$ cat src/rtl/mem_port_arbiter_pkg.sv
// Shared types for the memory port arbiter: short-width aliases, the
// arbiter state encoding and the starvation counter width.
package mem_port_arbiter_pkg;

    typedef logic        u1;
    typedef logic [1:0]  u2;
    typedef logic [2:0]  u3;
    typedef logic [31:0] u32;

    localparam int ARB_WAIT_W = 4;

    typedef enum logic [1:0] {
        ARB_IDLE,
        ARB_CPU,
        ARB_DBG
    } arb_state_t;

endpackage

$ cat src/rtl/arb_starve_cnt.sv
// Saturating count of consecutive cycles the debug requester has waited,
// with a flag once that count reaches the threshold where debug outranks the CPU.
module arb_starve_cnt
    import mem_port_arbiter_pkg::*;
#(
    parameter int MAX_WAIT = 4
) (
    input  logic clk,
    input  logic reset,
    input  logic waiting,
    output logic at_thresh
);

    localparam logic [ARB_WAIT_W-1:0] CNT_SAT = '1;
    localparam logic [ARB_WAIT_W-1:0] THRESH  = ARB_WAIT_W'(MAX_WAIT);

    logic [ARB_WAIT_W-1:0] cnt;

    // NOTE: sequential state uses non-blocking assignments so every flop
    // samples the pre-edge values regardless of statement order.
    always_ff @(posedge clk) begin
        if (reset) begin
            cnt <= '0;
        end else if (!waiting) begin
            cnt <= '0;
        end else if (cnt != CNT_SAT) begin
            cnt <= cnt + 1'b1;
        end
    end

    assign at_thresh = (cnt >= THRESH);

endmodule

$ cat src/rtl/mem_port_arbiter.sv
// Owns the unified memory port: fixed CPU priority with a starvation escape
// for the debug/DMA requester, and a stall back to the multicycle core.
module mem_port_arbiter
    import mem_port_arbiter_pkg::*;
#(
    parameter int MEM_LAT  = 1,
    parameter int MAX_WAIT = 4
) (
    input  logic        clk,
    input  logic        reset,
    input  logic        cpu_req,
    input  logic        cpu_we,
    input  logic [31:0] cpu_addr,
    input  logic [31:0] cpu_wdata,
    output logic [31:0] cpu_rdata,
    output logic        cpu_stall,
    input  logic        dbg_req,
    input  logic        dbg_we,
    input  logic [31:0] dbg_addr,
    input  logic [31:0] dbg_wdata,
    output logic        dbg_gnt,
    output logic [31:0] dbg_rdata,
    output logic        dbg_rvalid,
    output logic        mem_en,
    output logic        mem_we,
    output logic [31:0] mem_addr,
    output logic [31:0] mem_wdata,
    input  logic [31:0] mem_rdata
);

    localparam u3 LAT_LAST = u3'(MEM_LAT);

    arb_state_t state, state_nxt;
    u3          lat_cnt, lat_nxt;
    u32         cpu_rdata_q, dbg_rdata_q;
    u1          starve, dbg_waiting, dbg_win;
    u1          cpu_rd_cycle, dbg_rd_cycle, cpu_done;

    assign dbg_waiting = dbg_req && !dbg_gnt;

    arb_starve_cnt #(.MAX_WAIT(MAX_WAIT)) u_starve (
        .clk       (clk),
        .reset     (reset),
        .waiting   (dbg_waiting),
        .at_thresh (starve)
    );

    // NOTE: every signal written here gets a default first, so no path
    // through the case leaves one unassigned and no latch is inferred.
    always_comb begin
        state_nxt    = state;
        lat_nxt      = lat_cnt;
        mem_en       = 1'b0;
        mem_we       = 1'b0;
        mem_addr     = '0;
        mem_wdata    = '0;
        dbg_gnt      = 1'b0;
        dbg_win      = 1'b0;
        cpu_rd_cycle = 1'b0;
        dbg_rd_cycle = 1'b0;
        cpu_done     = 1'b0;

        if (!reset) begin
            unique case (state)
                ARB_IDLE: begin
                    dbg_win = dbg_req && (starve || !cpu_req);
                    if (dbg_win) begin
                        mem_en    = 1'b1;
                        mem_we    = dbg_we;
                        mem_addr  = dbg_addr;
                        mem_wdata = dbg_wdata;
                        dbg_gnt   = 1'b1;
                        if (!dbg_we) begin
                            state_nxt = ARB_DBG;
                            lat_nxt   = 3'd1;
                        end
                    end else if (cpu_req) begin
                        mem_en    = 1'b1;
                        mem_we    = cpu_we;
                        mem_addr  = cpu_addr;
                        mem_wdata = cpu_wdata;
                        cpu_done  = cpu_we;
                        if (!cpu_we) begin
                            state_nxt = ARB_CPU;
                            lat_nxt   = 3'd1;
                        end
                    end
                end
                ARB_CPU, ARB_DBG: begin
                    // Data arrives MEM_LAT cycles after issue; the port frees up after that cycle.
                    if (lat_cnt == LAT_LAST) begin
                        cpu_rd_cycle = (state == ARB_CPU);
                        dbg_rd_cycle = (state == ARB_DBG);
                        cpu_done     = (state == ARB_CPU);
                        state_nxt    = ARB_IDLE;
                        lat_nxt      = '0;
                    end else begin
                        lat_nxt = lat_cnt + 3'd1;
                    end
                end
                default: begin
                    state_nxt = ARB_IDLE;
                    lat_nxt   = '0;
                end
            endcase
        end
    end

    always_ff @(posedge clk) begin
        if (reset) begin
            state       <= ARB_IDLE;
            lat_cnt     <= '0;
            cpu_rdata_q <= '0;
            dbg_rdata_q <= '0;
        end else begin
            state   <= state_nxt;
            lat_cnt <= lat_nxt;
            if (cpu_rd_cycle) cpu_rdata_q <= mem_rdata;
            if (dbg_rd_cycle) dbg_rdata_q <= mem_rdata;
        end
    end

    assign cpu_stall  = cpu_req && !reset && !cpu_done;
    assign cpu_rdata  = cpu_rd_cycle ? mem_rdata : cpu_rdata_q;
    assign dbg_rdata  = dbg_rd_cycle ? mem_rdata : dbg_rdata_q;
    assign dbg_rvalid = dbg_rd_cycle;

endmodule
$ cat config.mk
export PLATFORM = sky130hd
export DESIGN_NAME = mem_port_arbiter
export DESIGN_NICKNAME = d
export VERILOG_FILES = /design/src/rtl/mem_port_arbiter_pkg.sv /design/src/rtl/arb_starve_cnt.sv /design/src/rtl/mem_port_arbiter.sv
export SDC_FILE = /design/constraint.sdc
export NUM_CORES = 1
export LEC_CHECK = 0
export ABC_AREA = 1
export BUFFER_PORTS_ARGS = -buffer_cell sky130_fd_sc_hd__buf_2
export CAP_MARGIN = 10
export CORE_AREA = 2 2 116 118
export DETAILED_ROUTE_END_ITERATION = 10
export DIE_AREA = 0 0 118 120
export PLACE_DENSITY = 0.7
export SLEW_MARGIN = 5
export SYNTH_ARGS = -nofsm -noshare
export SYNTH_HDL_FRONTEND = slang
export SYNTH_SLANG_ARGS = --single-unit
$ cat constraint.sdc
create_clock -name clk -period 3.8 [get_ports clk]
set_clock_uncertainty 0.05 [all_clocks]
set_input_delay 0.76 -clock clk [delete_from_list [all_inputs] [get_ports clk]]
set_output_delay 0.76 -clock clk [all_outputs]
set_load 0.03 [all_outputs]
==> impl_metrics.json, run 1 <==
{
  "post-cts-setup-buffer-count": 0,
  "postRouteAntennaNets": 0,
  "tritoncts.num_buffers": 9,
  "placed_cell_area_um2": 6182,
  "max_slew.worst_pin.slew_ps": 740.8,
  "critPathKind": "register to output port",
  "dieArea_um2": 14160,
  "dieWidth_um": 118,
  "synth_most_common_cell": "nand2_1",
  "swShare": 0.4264,
  "hold_ws_ps": 440.6,
  "timing.max_cap.violations": 0,
  "slew_headroom": 0.5061,
  "final_cells": 1205,
  "layout_min_cycle_time_ps": 3228,
  "worstHoldStart": "u_starve.cnt[1]",
  "top_level_ports": 299,
  "synth_top_area_frac": 0.3138,
  "holdBufCountCts": 0,
  "placementRows": 42,
  "setup.worst_path.start_class": "register",
  "placed_cells_incl_taps": 1188,
  "grt_pass1_wl_mm": 23.43,
  "synthXorXnorAreaFrac": 0.003761,
  "cts.sinks": 73,
  "post_synth_most_frequent_cells": "nand2_1, inv_1, nand3_1",
  "vdd_ir_drop_max_uv": 291.3,
  "overflow": 0,
  "grt_util_all_layers": 0.2022,
  "post-route-drc-count": 0,
  "mean_area_per_synthesized_cell_um2": 6.226,
  "design.final.nets": 1194,
  "power_density_nw_per_um2": 493.4,
  "number_of_antenna_violations_at_the_first_check_in_global_routing": 2,
  "die_h_um": 120,
  "pwr-share-clk": 0.294,
  "fin_util": 0.5024,
  "cts.root.buffer_cell": "clkbuf_16",
  "ctsResizeCount": 0,
  "routed_wire_length_per_instance_um": 12.44,
  "initial_utilization": 0.3588,
  "vias_per_cell": 4.467,
  "vias_in_the_first_global_route": 4671,
  "synth_enable_flop_cells": 0,
  "path_buf_inv": 3,
  "critPathRequiredTime_ps": 2990,
  "synth-main-ff-cell": "dfxtp_1",
  "dr_total_vias": 5383,
  "fraction_of_the_mapped_netlist_area_in_compound_gates": 0.1574,
  "crit_chain": "inv_1 -> ha_1 -> nand2_1 -> nor2_4 -> buf_4 -> nand3_1 -> nand2_1 -> buf_2",
  "rsz_0062_raised_after_global_routing": "no",
  "cp-startpoint": "state[1]",
  "reg2regPathDepth": 7,
  "h-tree-depth": 3,
  "comb_power_share": 0.437,
  "synthesis.nets": 919,
  "area.growth.synth_to_final_pct": 40.03,
  "intPower_mw": 1.846,
  "holdCritPathClass": "register to register",
  "hold_depth": 2,
  "crit_top_cell": "nand2_1",
  "status": "finished, final reports clean",
  "setup_tns_ps": 0,
  "syn_area_um2": 4657,
  "max_freq_ghz": 0.3098,
  "synth_top_family_by_area": "simple AND/OR/NAND/NOR gates",
  "gpl.final_weighted_congestion": 0.8376,
  "clkLatencyLatePin_ps": 320,
  "p_leak_nw": 4.194,
  "post_synth_and_or_nand_nor_area_fraction": 0.3098,
  "synth_top_cell_by_area": "dfxtp_1",
  "max-clock-path-buffers": 2,
  "finalHoldViolations": 0,
  "switchingPower_mw": 1.372,
  "pin_count_of_the_biggest_net_entering_global_routing": 69,
  "async_reset_ff_frac": 0,
  "yosys-mux-area-fraction": 0,
  "timing.critical_path.to_type": "output port",
  "timing.critical_path.slowest_stage_cell": "nor2_4",
  "share_of_the_cycle_needed_by_the_critical_path_after_routing": 0.8493,
  "critical_path.max_stage_delay_ps": 430,
  "drt_pass1_iterations": 5,
  "synthCells": 748,
  "dpl.hpwl_mm": 11.42,
  "synth_area_leaders": "dfxtp_1, nand2_1, inv_1",
  "tritoncts": "built",
  "ys_seq_elements": 73,
  "wp_data_arrival_ps": 2420,
  "synth-seq-area-share": 0.3138,
  "drt-initial-drc-count": 298,
  "final_cell_area_um2": 6521,
  "beginning_of_the_worst_register_to_register_path": "state[0]",
  "path_max_fanout": 23,
  "cp.depth": 8,
  "layout.filler_cells": 1362,
  "path_delay_family": "simple AND/OR/NAND/NOR gates",
  "final-setup-viol-count": 0,
  "port_buffers": 298,
  "number_of_different_library_cells_in_the_post_synthesis_netlist": 31,
  "slew_violations": 0,
  "yosysWarningCount": 0,
  "seq_power_share": 0.268,
  "wire_length_reported_by_the_detailed_router_mm": 14.99,
  "cts.clk_slew.worst_paths_ps": 60,
  "post_route_cells_drive_above_1_share": 0.3619,
  "core_area_um2": 12980,
  "synthAdderAreaFrac": 0.01343
}
power groups by stage:
stage,Combinational [mW],Clock (mW),Sequential [mW]
2_1_floorplan,1.01,0,0.873
3_3_place_gp,1.40,0,0.878
3_5_place_dp,1.41,0,0.880
4_1_cts,1.41,0.981,0.863
5_1_grt,1.54,1.01,0.871
6_report,1.41,0.947,0.863
layout make-up:
cell class | count | area [µm²] | area share
Multi-Input combinational cell | 455 | 2270 | 0.3480
Timing Repair Buffer | 309 | 1574 | 0.2414
Sequential cell | 73 | 1461 | 0.2241
Inverter | 175 | 656.9 | 0.1007
Clock buffer | 10 | 239.0 | 0.03665
Tap cell | 176 | 220.2 | 0.03377
Clock inverter | 6 | 97.59 | 0.01497
Antenna cell | 1 | 2.502 | 0.0003837
path summary, 6_finish.rpt:
path	slack, ps	to
max	570	mem_addr[5]
min reg2reg	440	u_starve.cnt[1]
min	440	u_starve.cnt[1]
max reg2reg	1990	dbg_rdata_q[8]
metrics by stage:
step | worst slack, ps | power [mW]
floorplan | 1093 | 1.882
global placement | 712.6 | 2.280
detailed placement | 686.6 | 2.287
CTS | 561.7 | 3.259
global route | 412.6 | 3.418
finish | 572.5 | 3.218
flip-flops by register name (all words and copies together) (netlist names):
| name | flops |
|---|---|
| lat_cnt | 3 |
| cpu_rdata_q | 32 |
| u_starve.cnt | 4 |
| dbg_rdata_q | 32 |
| state | 2 |
placed cells by master (no fill, tap or decap), drive strengths merged:
master	synthesis	final
buf	37	309
nand2	213	213
inv	175	177
nand3	76	76
dfxtp	73	73
nor2	43	43
a21oi	39	39
o21ai	33	33
a211oi	32	32
clkbuf	8	10
nand4	6	6
ha	5	5
bufinv	0	2
clkinv	0	2
nor3	2	2
diode	0	1
a21boi	1	1
or2	1	1
a31oi	1	1
xnor2	1	1
xor2	1	1
o22ai	1	1
tightest hold or removal path, delay by kind of cell, from the launching register on:
family	cells	cell delay, ps
DFF	1	320
AOI/OAI and AO/OA	1	60
and+or+nand+nor	1	70
cells by family after synthesis:
| group | count (synthesis) |
|---|---|
| and+or+nand+nor | 341 |
| buffers and inverters | 220 |
| AOI/OAI and AO/OA | 107 |
| DFF | 73 |
| adders and majority gates | 5 |
| xor gates and xnor gates | 2 |
per-layer routing:
| metal | vias to the layer above | track usage | share of wire |
|---|---|---|---|
| met5 | - | 0 | 0.00087 |
| met4 | 2 | 0.05196 | 0.019 |
| met3 | 23 | 0.05323 | 0.067 |
| met2 | 199 | 0.3488 | 0.48 |
| met1 | 2322 | 0.2504 | 0.43 |
| li1 | 2837 | - | - |
Note: power is estimated with default switching activity, not from simulation.
==> run 2: changes to the inputs <==
--- a/config.mk
+++ b/config.mk
@@ -8,10 +8,10 @@
 export ABC_AREA = 1
 export BUFFER_PORTS_ARGS = -buffer_cell sky130_fd_sc_hd__buf_2
 export CAP_MARGIN = 10
-export CORE_AREA = 2 2 116 118
+export CORE_AREA = 2 2 117 119
 export DETAILED_ROUTE_END_ITERATION = 10
-export DIE_AREA = 0 0 118 120
-export PLACE_DENSITY = 0.7
+export DIE_AREA = 0 0 119 121
+export PLACE_DENSITY = 0.69
 export SLEW_MARGIN = 5
 export SYNTH_ARGS = -nofsm -noshare
 export SYNTH_HDL_FRONTEND = slang
==> constraint.sdc (replaced) <==
create_clock -name clk -period 3 [get_ports clk]
set_clock_uncertainty 0.05 [all_clocks]
set_input_delay 0.6 -clock clk [delete_from_list [all_inputs] [get_ports clk]]
set_output_delay 0.6 -clock clk [all_outputs]
set_load 0.03 [all_outputs]
==> impl_metrics.json, run 2 (synthesized netlist as in run 1, its figures left out) <==
{
  "tritoncts.num_buffers": 9,
  "initial_utilization": 0.3559,
  "tritoncts": "built",
  "crit_top_cell": "nand2_1",
  "core_area_um2": 13090,
  "seq_power_share": 0.268,
  "final-setup-viol-count": 0,
  "dieArea_um2": 14400,
  "hold_depth": 2,
  "placementRows": 42,
  "r2r_slack_ps": 1130,
  "layout_min_cycle_time_ps": 2846,
  "cts.root.buffer_cell": "clkbuf_16",
  "post_route_cells_drive_above_1_share": 0.3600,
  "setup_tns_ps": 0,
  "wp_data_arrival_ps": 2200,
  "max_slew.worst_pin.slew_ps": 758.9,
  "timing.max_cap.violations": 0,
  "layout.filler_cells": 1343,
  "cts.sinks": 73,
  "mostFrequentLayoutCell": "buf_2",
  "max_freq_ghz": 0.3514,
  "commonest_cells_after_routing_fill_and_taps_aside": "buf_2, nand2_1, inv_1",
  "slew_headroom": 0.4940,
  "vias_per_cell": 4.428,
  "holdCritPathClass": "register to register",
  "status": "finished, final reports clean",
  "switchingPower_mw": 1.748,
  "regArea_um2": 1461,
  "routed_wire_length_per_instance_um": 12.14,
  "min_to": "u_starve.cnt[1]",
  "holdBufCountCts": 0,
  "timing.critical_path.slowest_stage_cell": "dfxtp_1",
  "design.final.nets": 1191,
  "pin_count_of_the_biggest_net_entering_global_routing": 72,
  "comb_power_share": 0.441,
  "critical_path.max_stage_delay_ps": 330,
  "swShare": 0.4293,
  "setup.worst_path.start_class": "register",
  "slew_violations": 0,
  "total_area_of_multi_input_combinational_cells_um2": 2270,
  "grt_pass1_wl_mm": 22.18,
  "vdd_ir_drop_max_uv": 334.4,
  "clkLatencyLatePin_ps": 330,
  "dr_total_vias": 5318,
  "share_of_the_cycle_needed_by_the_critical_path_after_routing": 0.9487,
  "drt-initial-drc-count": 255,
  "top_level_ports": 299,
  "area.growth.synth_to_final_pct": 40.27,
  "beginning_of_the_worst_register_to_register_path": "state[0]",
  "drt_pass1_iterations": 5,
  "reg2regPathDepth": 7,
  "path_max_fanout": 61,
  "crit_chain": "inv_1 -> ha_1 -> nand2_1 -> nor2_4 -> buf_12 -> nand3_1 -> nand2_1 -> buf_2",
  "post-cts-setup-buffer-count": 0,
  "h-tree-depth": 3,
  "intPower_mw": 2.323,
  "biggest_registers_after_layout": "cpu_rdata_q x32, dbg_rdata_q x32, u_starve.cnt x4",
  "pwr-share-clk": 0.291,
  "critPathRequiredTime_ps": 2350,
  "hold_ws_ps": 449.8,
  "finalHoldViolations": 0,
  "dpl.hpwl_mm": 11.24,
  "die_h_um": 121,
  "critPathKind": "register to output port",
  "number_of_antenna_violations_at_the_first_check_in_global_routing": 0,
  "timing.critical_path.to_type": "output port",
  "cts.clk_slew.worst_paths_ps": 60,
  "power_density_nw_per_um2": 623.2,
  "worstHoldStart": "u_starve.cnt[1]",
  "p_leak_nw": 4.190,
  "port_buffers": 298,
  "vias_in_the_first_global_route": 4544,
  "rsz_0062_raised_after_global_routing": "no",
  "max-clock-path-buffers": 2,
  "grt_util_all_layers": 0.1901,
  "post-route-drc-count": 0,
  "critical_path.reg2reg.endpoint": "dbg_rdata_q[15]",
  "wire_length_reported_by_the_detailed_router_mm": 14.58,
  "postRouteAntennaNets": 0,
  "gpl.final_weighted_congestion": 0.8678,
  "dieWidth_um": 119,
  "overflow": 0,
  "num_antenna_cells": 0
}
==> run 2: cell types whose count changed in the layout (fill, tap and decap cells not counted) <==
cell,change
buf_8,+1
clkinv_2,+1
buf_12,+3
diode_2,-1
buf_4,-7
clkbuf_8,-1
==> run 2: how the worst max path moves through the flow <==
stage	to	startpoint	slack, ps
after floorplan	cpu_rdata[10]	reset	610
after global placement	mem_addr[9]	reset	320
after detailed placement	dbg_rdata[13]	state[0]	280
after CTS	dbg_rdata[13]	state[0]	80
after global routing	dbg_rdata[2]	state[0]	30
final	mem_wdata[13]	state[0]	150
==> run 2: area by class of cell <==
cell class,count,share of cell area
Inverter,175,0.1006
Timing Repair Buffer,306,0.2444
Clock inverter,7,0.01571
Multi-Input combinational cell,455,0.3474
Tap cell,176,0.03371
Clock buffer,9,0.03448
Sequential cell,73,0.2237
==> run 2: power by group through the flow <==
stage | Sequential [mW] | Clock, mW | Combinational (mW)
after floorplan | 1.11 | 0 | 1.28
after global placement | 1.11 | 0 | 1.79
after detailed placement | 1.11 | 0 | 1.79
after CTS | 1.09 | 1.22 | 1.80
after global routing | 1.10 | 1.25 | 1.96
final | 1.09 | 1.18 | 1.79
==> run 2: critical path, delay by kind of cell, from the launching register on <==
kind | cells | cell delay (ps)
adders and majority gates | 1 | 300
buffers and inverters | 3 | 570
DFF | 1 | 330
and+or+nand+nor | 4 | 650
==> run 2: repair_timing <==
action                                  CTS  global route
hold endpoints to repair                  0             0
resized for setup                         1             2
endpoints found under the setup margin   32            24
cloned                                    0             0
==> run 2: metal layers <==
layer	routed length, µm	GRT usage	part of all wire
met2	7189	0.3308	0.49
met4	183	0.04688	0.013
met5	0	0	0
met1	6183	0.2388	0.42
met3	1022	0.04182	0.070
==> run 2: metrics by stage <==
step           setup WS [ps]  area (µm²)  instances  power [mW]  utilization
2_1_floorplan          613.0        4657        748       2.384            -
3_3_place_gp           323.1        6197       1185       2.906       0.4736
3_5_place_dp           277.7        6197       1185       2.906       0.4736
4_1_cts                75.27        6529       1201       4.118       0.4989
5_1_grt                30.33        6533       1201       4.317       0.4992
6_report               154.0        6533       1201       4.071       0.4992
==> run 3: changes to the inputs <==
==> constraint.sdc (replaced) <==
create_clock -name clk -period 3 [get_ports clk]
set_clock_uncertainty 0.05 [all_clocks]
set_input_delay 0.6 -clock clk [delete_from_list [all_inputs] [get_ports clk]]
set_output_delay 0.6 -clock clk [all_outputs]
set_load 0.01 [all_outputs]
==> impl_metrics.json, run 3 (synthesized netlist as in run 1, its figures left out) <==
{
  "finalHoldViolations": 0,
  "holdBufCountCts": 0,
  "grt_util_all_layers": 0.1926,
  "critPathKind": "register to output port",
  "regArea_um2": 1461,
  "gpl.final_weighted_congestion": 0.7984,
  "tritoncts": "built",
  "clkLatencyLatePin_ps": 330,
  "port_buffers": 298,
  "r2r_slack_ps": 1230,
  "holdCritPathClass": "register to register",
  "vias_in_the_first_global_route": 4493,
  "layout_min_cycle_time_ps": 2728,
  "die_h_um": 121,
  "setup.worst_path.start_class": "register",
  "timing.critical_path.slowest_stage_cell": "dfxtp_1",
  "cp-startpoint": "lat_cnt[0]",
  "post-cts-setup-buffer-count": 0,
  "drt-initial-drc-count": 316,
  "commonest_cells_after_routing_fill_and_taps_aside": "buf_2, nand2_1, inv_1",
  "dpl.hpwl_mm": 11.36,
  "setup_tns_ps": 0,
  "postRouteAntennaNets": 0,
  "drt_pass1_iterations": 5,
  "area.growth.synth_to_final_pct": 40.95,
  "overflow": 0,
  "wire_length_reported_by_the_detailed_router_mm": 14.88,
  "path_max_fanout": 18,
  "pin_count_of_the_biggest_net_entering_global_routing": 70,
  "post_route_cells_drive_above_1_share": 0.3594,
  "power_density_nw_per_um2": 561.7,
  "dr_total_vias": 5284,
  "cts.clk_slew.worst_paths_ps": 70,
  "routed_wire_length_per_instance_um": 12.40,
  "grt_pass1_wl_mm": 22.56,
  "timing.critical_path.to_type": "output port",
  "biggest_registers_after_layout": "cpu_rdata_q x32, dbg_rdata_q x32, u_starve.cnt x4",
  "max_freq_ghz": 0.3666,
  "rsz_0062_raised_after_global_routing": "no",
  "final_cell_area_um2": 6564,
  "vdd_ir_drop_max_uv": 386.2,
  "share_of_the_cycle_needed_by_the_critical_path_after_routing": 0.9093,
  "initial_utilization": 0.3559,
  "vias_per_cell": 4.403,
  "reg2regPathDepth": 7,
  "cts.root.buffer_cell": "clkbuf_16",
  "design.final.nets": 1190,
  "core_area_um2": 13090,
  "post-route-drc-count": 0,
  "dieWidth_um": 119,
  "wp_data_arrival_ps": 2080,
  "critical_path.max_stage_delay_ps": 430,
  "beginning_of_the_worst_register_to_register_path": "lat_cnt[0]",
  "top_level_ports": 299,
  "crit_chain": "nand3_2 -> inv_2 -> nand3_2 -> buf_12 -> nand2_1 -> inv_1 -> a21oi_1 -> buf_2",
  "crit_top_cell": "nand3_2",
  "placementRows": 42,
  "critical_path.reg2reg.endpoint": "cpu_rdata_q[3]",
  "slew_headroom": 0.5100,
  "critPathRequiredTime_ps": 2350,
  "h-tree-depth": 3,
  "ctsResizeCount": 0,
  "mostFrequentLayoutCell": "buf_2",
  "total_area_of_multi_input_combinational_cells_um2": 2270,
  "number_of_antenna_violations_at_the_first_check_in_global_routing": 1,
  "cts.sinks": 73,
  "num_antenna_cells": 0,
  "layout.filler_cells": 1353,
  "slew_violations": 0,
  "timing.max_cap.violations": 0,
  "crit_path_end": "cpu_rdata[29]",
  "dieArea_um2": 14400,
  "max_slew.worst_pin.slew_ps": 735.1,
  "p_leak_nw": 4.200,
  "status": "finished, final reports clean",
  "tritoncts.num_buffers": 9,
  "p_total_mw": 3.687,
  "placed_cell_area_um2": 6227,
  "max-clock-path-buffers": 2,
  "final-setup-viol-count": 0
}
run 3: worst min-delay path by stage:
| stage | startpoint | to | cells after the start |
|---|---|---|---|
| after floorplan | u_starve.cnt[1] | u_starve.cnt[1] | 2 |
| after detailed placement | u_starve.cnt[1] | u_starve.cnt[1] | 2 |
| after CTS | u_starve.cnt[1] | u_starve.cnt[1] | 2 |
| after global routing | u_starve.cnt[1] | u_starve.cnt[1] | 2 |
| final | u_starve.cnt[1] | u_starve.cnt[1] | 2 |
| after global placement | u_starve.cnt[1] | u_starve.cnt[1] | 2 |
run 3: critical path: cells and delay by family, from the launching register on:
kind / cells / cell delay (ps)
buf+inv: 4 / 630
simple gates: 3 / 520
flops: 1 / 430
compound gates: 1 / 170
run 3: through the flow:
stage,hold WS [ps],util,setup WS [ps],cells
after global routing,475.8,0.5016,149.5,1200
after detailed placement,436.9,0.4759,485.2,1184
after global placement,435.8,0.4759,488.3,1184
after CTS,445.1,0.5016,251.9,1200
after floorplan,417.9,-,796.4,748
final,444.0,0.5016,272.2,1200
run 3: final cells by class:
cell class	instances	share of cell area
Multi-Input combinational cell	455	0.3458
Timing Repair Buffer	305	0.2467
Sequential cell	73	0.2226
Inverter	175	0.1001
Clock buffer	10	0.03641
Tap cell	176	0.03355
Clock inverter	6	0.01487
run 3: report_power, final:
part           leakage, nW  switching [mW]  internal, mW
clock network        0.165           0.425         0.762
registers            0.590          0.0366          1.06
logic                 3.45           0.875         0.532
run 3: routing by layer:
layer  part of all wire  vias to the layer above  track usage
met1               0.44                     2248       0.2549
li1                   -                     2830            -
met3              0.076                       12      0.04746
met4             0.0096                        2      0.03943
met2               0.47                      192       0.3193
met5            0.00087                        -            0
